## config.mk

```make
export PLATFORM = sky130hd
export DESIGN_NAME = microwave
export DESIGN_NICKNAME = d
export VERILOG_FILES = /design/src/rtl/microwave_pkg.sv /design/src/rtl/microwave_seg7_decoder.sv /design/src/rtl/microwave.sv
export SDC_FILE = /design/constraint.sdc
export NUM_CORES = 1
export LEC_CHECK = 0
export BUFFER_PORTS_ARGS = -buffer_cell sky130_fd_sc_hd__buf_2
export CAP_MARGIN = 20
export CORE_MARGIN = 5
export CORE_UTILIZATION = 30
export DETAILED_ROUTE_END_ITERATION = 16
export GPL_TIMING_DRIVEN = 0
export MAX_ROUTING_LAYER = met4
export PLACE_DENSITY = 0.47
export SKIP_CTS_REPAIR_TIMING = 1
export SLEW_MARGIN = 5
export SYNTH_ARGS = -nofsm -noshare
export SYNTH_HDL_FRONTEND = slang
export SYNTH_HIERARCHICAL = 1
export SYNTH_SLANG_ARGS = --single-unit
```

## constraint.sdc

```tcl
create_clock -name clk -period 3.7 [get_ports clk]
set_input_delay 0.555 -clock clk [delete_from_list [all_inputs] [get_ports clk]]
set_output_delay 0.555 -clock clk [all_outputs]
set_load 0.05 [all_outputs]
```

## src/rtl/microwave_pkg.sv

```systemverilog
// Shared types and constants for the microwave controller: FSM states,
// active-low 7-segment patterns ({g,f,e,d,c,b,a}) and keypad helpers.
package microwave_pkg;

  typedef enum logic [1:0] {
    IDLE    = 2'd0,
    COOKING = 2'd1,
    PAUSED  = 2'd2
  } state_t;

  localparam logic [6:0] SEG_0     = 7'b1000000;
  localparam logic [6:0] SEG_1     = 7'b1111001;
  localparam logic [6:0] SEG_2     = 7'b0100100;
  localparam logic [6:0] SEG_3     = 7'b0110000;
  localparam logic [6:0] SEG_4     = 7'b0011001;
  localparam logic [6:0] SEG_5     = 7'b0010010;
  localparam logic [6:0] SEG_6     = 7'b0000010;
  localparam logic [6:0] SEG_7     = 7'b1111000;
  localparam logic [6:0] SEG_8     = 7'b0000000;
  localparam logic [6:0] SEG_9     = 7'b0010000;
  localparam logic [6:0] SEG_BLANK = 7'b1111111;

  // Index of the set bit of a one-hot keypad word.
  function automatic logic [3:0] key_digit(input logic [9:0] v);
    logic [3:0] d;
    d = 4'd0;
    for (int i = 0; i < 10; i++) begin
      if (v[i]) d = 4'(i);
    end
    return d;
  endfunction

endpackage

```

## src/rtl/microwave_seg7_decoder.sv

```systemverilog
// BCD digit to active-low 7-segment pattern ({g,f,e,d,c,b,a}).
module seg7_decoder
  import microwave_pkg::*;
(
  input  logic [3:0] i_bcd,
  output logic [6:0] o_seg
);

  always_comb begin
    o_seg = SEG_BLANK;
    case (i_bcd)
      4'd0:    o_seg = SEG_0;
      4'd1:    o_seg = SEG_1;
      4'd2:    o_seg = SEG_2;
      4'd3:    o_seg = SEG_3;
      4'd4:    o_seg = SEG_4;
      4'd5:    o_seg = SEG_5;
      4'd6:    o_seg = SEG_6;
      4'd7:    o_seg = SEG_7;
      4'd8:    o_seg = SEG_8;
      4'd9:    o_seg = SEG_9;
      default: o_seg = SEG_BLANK;
    endcase
  end

endmodule

```

## src/rtl/microwave.sv

```systemverilog
// Microwave oven controller: keypad M:SS entry, start/stop/clear buttons,
// door interlock, BCD countdown and three 7-segment digit outputs.
//
//   state   | meaning
//   IDLE    | time entry allowed, magnetron off
//   COOKING | counting down once per second, magnetron on while door closed
//   PAUSED  | time held, waiting for start (resume) or stop (back to IDLE)
module microwave
  import microwave_pkg::*;
#(
  parameter int TICKS_PER_SEC = 100
) (
  input  logic       clk,
  input  logic       reset,
  input  logic [9:0] keys,
  input  logic       start,
  input  logic       stop,
  input  logic       clear,
  input  logic       closed_door,
  output logic [6:0] units_sec_segments,
  output logic [6:0] tens_sec_segments,
  output logic [6:0] minutes_segments,
  output logic       magnetron
);

  localparam int TW = (TICKS_PER_SEC > 1) ? $clog2(TICKS_PER_SEC) : 1;
  localparam logic [TW-1:0] TICK_LAST = TW'(TICKS_PER_SEC - 1);

  logic [9:0]    r_keys, r_keys_prev;
  logic          r_start, r_start_prev;
  logic          r_stop, r_stop_prev;
  logic          r_clear, r_clear_prev;
  logic          r_door;
  state_t        r_state;
  logic [3:0]    r_min, r_tens, r_units;
  logic [TW-1:0] r_tick;
  logic          r_mag;

  state_t        w_state_next;
  logic [3:0]    w_min_next, w_tens_next, w_units_next;
  logic [TW-1:0] w_tick_next;
  logic [3:0]    w_dec_min, w_dec_tens, w_dec_units;
  logic          w_start_press, w_stop_press, w_clear_press, w_key_press;
  logic          w_time_zero, w_dec_zero, w_can_start, w_tick_done;

  // Buttons are active-low, so their registers reset to "released".
  always_ff @(posedge clk or posedge reset) begin
    if (reset) begin
      r_keys       <= '0;
      r_keys_prev  <= '0;
      r_start      <= 1'b1;
      r_start_prev <= 1'b1;
      r_stop       <= 1'b1;
      r_stop_prev  <= 1'b1;
      r_clear      <= 1'b1;
      r_clear_prev <= 1'b1;
      r_door       <= 1'b0;
    end else begin
      r_keys       <= keys;
      r_keys_prev  <= r_keys;
      r_start      <= start;
      r_start_prev <= r_start;
      r_stop       <= stop;
      r_stop_prev  <= r_stop;
      r_clear      <= clear;
      r_clear_prev <= r_clear;
      r_door       <= closed_door;
    end
  end

  assign w_start_press = r_start_prev & ~r_start;
  assign w_stop_press  = r_stop_prev & ~r_stop;
  assign w_clear_press = r_clear_prev & ~r_clear;
  assign w_key_press   = (r_keys_prev == 10'd0) && $onehot(r_keys);
  assign w_time_zero   = (r_min == 4'd0) && (r_tens == 4'd0) && (r_units == 4'd0);
  assign w_can_start   = w_start_press && r_door && !w_time_zero;
  assign w_tick_done   = (r_tick == TICK_LAST);

  // Tens above 5 borrow only when they reach 0, so keyed-in 1:75 runs down naturally.
  always_comb begin
    w_dec_min   = r_min;
    w_dec_tens  = r_tens;
    w_dec_units = r_units - 4'd1;
    if (r_units == 4'd0) begin
      w_dec_units = 4'd9;
      if (r_tens == 4'd0) begin
        w_dec_tens = 4'd5;
        w_dec_min  = r_min - 4'd1;
      end else begin
        w_dec_tens = r_tens - 4'd1;
      end
    end
  end

  assign w_dec_zero = (w_dec_min == 4'd0) && (w_dec_tens == 4'd0) && (w_dec_units == 4'd0);

  always_ff @(posedge clk or posedge reset) begin
    if (reset) begin
      r_state <= IDLE;
      r_min   <= 4'd0;
      r_tens  <= 4'd0;
      r_units <= 4'd0;
      r_tick  <= '0;
      r_mag   <= 1'b0;
    end else begin
      r_state <= w_state_next;
      r_min   <= w_min_next;
      r_tens  <= w_tens_next;
      r_units <= w_units_next;
      r_tick  <= w_tick_next;
      r_mag   <= (w_state_next == COOKING) && closed_door;
    end
  end

  always_comb begin
    w_state_next = r_state;
    w_min_next   = r_min;
    w_tens_next  = r_tens;
    w_units_next = r_units;
    w_tick_next  = r_tick;
    if (w_clear_press) begin
      w_state_next = IDLE;
      w_min_next   = 4'd0;
      w_tens_next  = 4'd0;
      w_units_next = 4'd0;
      w_tick_next  = '0;
    end else begin
      case (r_state)
        IDLE: begin
          if (w_stop_press) begin
            w_state_next = IDLE;
          end else if (w_can_start) begin
            w_state_next = COOKING;
            w_tick_next  = '0;
          end else if (w_key_press) begin
            w_min_next   = r_tens;
            w_tens_next  = r_units;
            w_units_next = key_digit(r_keys);
          end
        end
        COOKING: begin
          if (w_stop_press || !r_door) begin
            w_state_next = PAUSED;
          end else if (w_tick_done) begin
            w_tick_next  = '0;
            w_min_next   = w_dec_min;
            w_tens_next  = w_dec_tens;
            w_units_next = w_dec_units;
            if (w_dec_zero) w_state_next = IDLE;
          end else begin
            w_tick_next = r_tick + 1'b1;
          end
        end
        PAUSED: begin
          if (w_stop_press) begin
            w_state_next = IDLE;
          end else if (w_can_start) begin
            w_state_next = COOKING;
            w_tick_next  = '0;
          end
        end
        default: w_state_next = IDLE;
      endcase
    end
  end

  assign magnetron = r_mag;

  seg7_decoder u_seg_units (.i_bcd(r_units), .o_seg(units_sec_segments));
  seg7_decoder u_seg_tens  (.i_bcd(r_tens),  .o_seg(tens_sec_segments));
  seg7_decoder u_seg_min   (.i_bcd(r_min),   .o_seg(minutes_segments));

endmodule

```

[Word-level counts from Yosys, hierarchy flattened]
Memories as Yosys holds them, arrays and structs flattened.
Cells that the tools add are included.
Operators by class
  add/sub/neg operators: 13
  mux-type cells: 48
  bitwise operators: 6
  equal/unequal tests: 12
  reduce and logical (&&, ||, !) cells: 24
Operator list (count)
  two-way mux 4 bit: 31
  two-way mux 7 bit: 5
  logical NOT 4 bit: 6
  one-hot mux 4 bit (2 select lines): 3
  != test 3 bit (second input constant): 5
  one-hot mux 7 bit (2 select lines): 1
  two-way mux 2 bit: 6
  subtractor 4 x 1 -> 4 bit (second input constant): 3
  adder 1 x 1 -> 2 bit: 5
  logical NOT 10 bit: 1
  logical AND 1 bit: 8
  adder 7 x 1 -> 7 bit (second input constant): 1
  equality test 7 bit (second input constant): 1
  adder 2 x 2 -> 3 bit: 2
  AND reduction 6 bit: 1
  nonzero test 3 bit: 2
  adder 3 x 3 -> 4 bit: 1
  adder 4 x 2 -> 4 bit: 1
  equality test 2 x 1 -> 1 bit (second input constant): 2
  equality test 4 x 1 -> 1 bit (second input constant): 1
  one-hot mux 2 bit (2 select lines): 1
  AND reduction 4 bit: 1
  bitwise AND 1 bit: 3
  != test 3 x 1 -> 1 bit (second input constant): 1
  8 further kinds: 11
Word-level totals
  word-level logic and storage cells: 121
  bits in read-only memories: 336
  input port bits: 16
  memories: 3
  output and inout bits: 22
  register bits: 49
Memory list
  (name not given): depth 16, width 7, rd ports 1, clocked after Yosys merged registers in 0, write ports 0, line microwave_seg7_decoder.sv:11  | case (i_bcd)
  (name not given): depth 16, width 7, rd ports 1, clocked after Yosys merged registers in 0, write ports 0, line microwave_seg7_decoder.sv:11
  (name not given): depth 16, width 7, rd ports 1, clocked after Yosys merged registers in 0, write ports 0, line microwave_seg7_decoder.sv:11

[Longest topological paths before layout]
  depth in word-level cells: 14
  mapped depth: 14
  gate-level depth less buffers: 13

[By module]
The synthesis kept the hierarchy.
By module, submodules not included
  microwave: cells each 227, sequential area each 1233.7 um^2, times used 1, area an instance 2479.9 um^2
  seg7_decoder at u_seg_min: cells each 33, sequential area each 0.0 um^2, times used 1, area an instance 210.2 um^2
  seg7_decoder at u_seg_units: cells each 30, sequential area each 0.0 um^2, times used 1, area an instance 203.9 um^2
  seg7_decoder at u_seg_tens: cells each 31, sequential area each 0.0 um^2, times used 1, area an instance 200.2 um^2

[Worst setup path before layout]
OpenSTA, ideal clock, no wires.
  path kind: register to register
  start: reg r_keys[5]
  end: reg r_units[3]
  library setup time: 126 ps
  setup slack: -171 ps
  data required time: 3574 ps
  period minus slack after synthesis: 3871 ps
  data arrival time: 3745 ps
  path buffers: 0
  cell stages (with the launch flop): 14
  cells stage by stage: dfrtp_1 > fa_1 > fa_1 > inv_1 > fa_1 > inv_1 > ha_1 > inv_1 > fa_1 > a2111oi_0 > a21oi_1 > nor4b_4 > nor2_2 > a221o_1
Between the ends
  word-level cells in the longest chain between the ends: 10
  elaborated cells on any way between the ends: 18
  those cells by class: add/sub (4); eq/ne (2); mux (10); reduce/logical (2)
RTL lines
  from (decl): line microwave.sv:29  | logic [9:0] r_keys, r_keys_prev;
  from (signal assigned): line microwave.sv:59  | r_keys <= keys;
  parallel branches: the longest is 10 deep, another holds adder 3 x 3 -> 4 bit
  to (signal assigned): line microwave.sv:109  | r_units <= w_units_next;
  to (decl): line microwave.sv:35  | logic [3:0] r_min, r_tens, r_units;
Several ways; the timed one is not identified. The select of a mux whose other input is x is not followed.
A chain may end at the register's enable or synchronous reset.

[Worst setup path in the final report]
  start: reg r_keys[1]
  end: reg r_min[2]
Between the ends
  word-level cells in the longest chain between the ends: 8
RTL lines
  adder 1 x 1 -> 2 bit (not written as such): line microwave.sv:74  | assign w_key_press = (r_keys_prev == 10'd0) && $onehot(r_keys);
  adder 2 x 2 -> 3 bit (not written as such): line microwave.sv:74
  adder 3 x 3 -> 4 bit (not written as such): line microwave.sv:74
  adder 4 x 2 -> 4 bit (not written as such): line microwave.sv:74
  equality test 4 x 1 -> 1 bit: line microwave.sv:74
  logical AND 1 bit: line microwave.sv:74
  != test 3 bit (no line)
  AND reduction 6 bit (no line)
  to (signal assigned): line microwave.sv:107  | r_min <= w_min_next;
  to (decl): line microwave.sv:35
No other way between the ends.

==> results.toml <==
[sta]
clock.fmax_mhz = 249
worst_slack_ns = -0.310
skew_ns = 0.0120
period_share_pct = 108
setup_viol = 12
worst_pin_slew_ns = 0.765
period_needed_ns = 4.01
slew_viol_final = 0
relSlewSlack_pct = 48.6
hold_viol = 0
rsz0062_at_grt = "yes"

[power_and_ir_drop]
combPwrFrac_pct = 48.4
clockPowerShare_pct = 20.1
internal_power_mw = 1.13
fin_total_pwr_mw = 2.00
peakVddDrop_mv = 0.370
p_per_area_nw_per_um2 = 539
seqPwrFrac_pct = 31.5
power.switching_fraction_pct = 43.6
p_leak_nw = 1.70
switchingPower_uw = 870

[worst_setup_path]
cp_max_fo = 5
start_kind = "flip-flop"
critical_path_class = "flip-flop to flip-flop"
required_ns = 3.89
arrival_ns = 4.20
end_kind = "flip-flop"

[status]
failed_checks = "negative setup slack"
status = "finished, violations left"

[synthesis]
synth_top_area_share_pct = 34.8
synth-xor-area-share_pct = 0.283
yosysWarnings = 6
synth_top_area_cell = "dfrtp_1"
syn_inst = 321
async_reset_ff_share_pct = 100
ys.flop_type = "dfrtp_1"
synth_area_leaders = "dfrtp_1 (35%), ha_1 (8.1%), dfstp_2 (5.1%), a21oi_1 (3.9%), fa_1 (3.9%)"
avgSynthCellArea_um2 = 9.64
synthesis.nets = 363
netlist_area_um2 = 3090
synth_compound_gate_area_share_pct = 18.4
synthMuxAreaShare_pct = 1.01
synth-seq-cells = 49
ys_seq_area_share_pct = 39.9
synth.distinct_cells = 61
synth_edf_count = 0
synthSimpleGateAreaFrac_pct = 22.1
synth_top_family_by_area = "simple AND/OR/NAND/NOR gates"
synth-adder-area-share_pct = 12.0

[floorplanning]
row_count = 37
pin_count = 38
die_area_um2 = 12400
start_util_pct = 30.4
core_area_um2 = 10200
die_w_um = 112
die_h_um = 112

[placement]
numPortBuffers = 37
post_dp_cell_area_um2 = 3470
place_congestion = 0.796
dpl.hpwl_um = 5150
preCtsSetupSlack_ns = -0.630

[routing]
wl_per_cell_um = 13.7
drt_wl_total_um = 6960
via_per_inst = 4.88
drtIter0Drc = 199
drt.antenna.violating_nets = 0
vias = 2477
firstDrtPassIters = 4
route.detailed.drc = 0

[grt]
grt_max_degree = 35
grtUsageTotal_pct = 11.4
grt_pass1_vias = 2333
grt.overflow.total = 0
antenna_found_initial = 0
grt_pass1_wl_um = 11600

[clock_network]
cts_tree = "yes"
clock_path_buffers = 2
cts_root_buffer = "clkbuf_8"
cts_sinks = 49
clk_pin_slew_worst_paths_ns = 0.10
htreeDepth = 2
insertion_delay_ns = 0.30
cts_buffers = 5

[finish]
drive_gt1_share_pct = 23.9
fin_nets = 413
num_antenna_cells = 0
fin_area_um2 = 3700
area_growth_pct = 19.6
final_core_util_pct = 36.3

[hold_path]
hold_path.class = "primary input to asynchronous set/reset pin"

[job]
cap_violations = 0
-- state kept, by name (all words and copies together) (netlist names), 2 cells and up --
register     cells
r_units          4
r_keys          10
r_tens           4
r_tick           7
r_min            4
r_state          2
r_keys_prev     10
-- cells in the mapped netlist (all sizes together) (6+ instances only) --
| library cell | count |
|---|---|
| a21oi | 26 |
| a22o | 6 |
| a31oi | 6 |
| buf | 12 |
| dfrtp | 43 |
| dfstp | 6 |
| fa | 6 |
| ha | 20 |
| inv | 27 |
| nand2 | 20 |
| nand2b | 11 |
| nand3 | 8 |
| nor2 | 25 |
| nor2b | 6 |
| nor3 | 7 |
| o21ai | 21 |
| or3 | 6 |
-- metal layers --
metal / vias to the layer above / part of all wire [%] / global-route usage [%] / routed length [µm]
li1: 1243 / - / - / -
met1: 1163 / 47 / 15.2 / 3240
met2: 66 / 48 / 17.8 / 3310
met3: 5 / 5.3 / 2.45 / 370
met4: 0 / 0.57 / 2.68 / 40
met5: - / 0 / - / 0
-- through the flow --
stage | cells | TNS (ns) | hold slack, ns
floorplan | 321 | -1.01 | 0.351
global placement | 494 | -6.94 | 0.355
detailed placement | 495 | -7.09 | 0.358
CTS | 503 | -7.33 | 0.220
global route | 508 | -5.10 | 0.239
finish | 508 | -2.87 | 0.208
-- layout make-up --
type,count,area (µm²)
fillers,1048,6480
multi-input cells,233,1730
flip-flops and latches,49,1230
repair buffers,42,239
well taps,136,170
plain buffers,13,101
inverters,27,101
clock buffers,6,82.6
clock inverters,2,37.5
-- final timing paths --
| path | slack (ns) | cells after the start | to | from |
|---|---|---|---|---|
| worst min register to register | 0.37 | 0 | r_stop_prev | r_stop |
| worst max-delay path | -0.31 | 14 | r_min[2] | r_keys[1] |
| worst max register to register | -0.31 | 14 | r_min[2] | r_keys[1] |
| min in group clk | 0.35 | 1 | r_stop | stop |
| worst min-delay path | 0.21 | 2 | r_tens[0] | reset |
| max in group asynchronous | 2.93 | 3 | r_clear_prev | reset |
-- power groups by stage --
stage | Sequential, mW | Combinational [mW] | Clock (mW)
after floorplan | 0.624 | 0.712 | 0
after global placement | 0.639 | 0.890 | 0
after detailed placement | 0.639 | 0.899 | 0
after CTS | 0.629 | 0.900 | 0.417
after global routing | 0.637 | 1.05 | 0.436
final | 0.629 | 0.965 | 0.401
-- critical path: stages (launching register included) --
cell,delay (ns)
dfrtp_1,0.42
fa_1,0.49
fa_1,0.51
inv_1,0.05
fa_1,0.44
inv_2,0.07
ha_4,0.13
inv_2,0.03
fa_2,0.51
nor4bb_4,0.20
nand4_1,0.21
nor4b_4,0.24
buf_4,0.19
nor2_4,0.06
a221o_1,0.34
-- layout by cell type, fill, tap and decap left out, types with 8 or more instances in the layout --
cell type,count
buf_2,43
dfrtp_1,42
nor2_1,24
inv_1,24
a21oi_1,23
nand2_1,20
ha_1,19
o21ai_0,16
nand2b_1,11
nand3_1,8
-- logic make-up (layout without fill, tap and decap cells) --
family	after synthesis	count (layout)
simple gates	116	117
compound gates	86	86
flops	49	49
buf+inv	40	90
fa+ha+maj	26	26
mux	3	3
xor+xnor	1	1
Note: power is estimated with default switching activity, not from simulation.
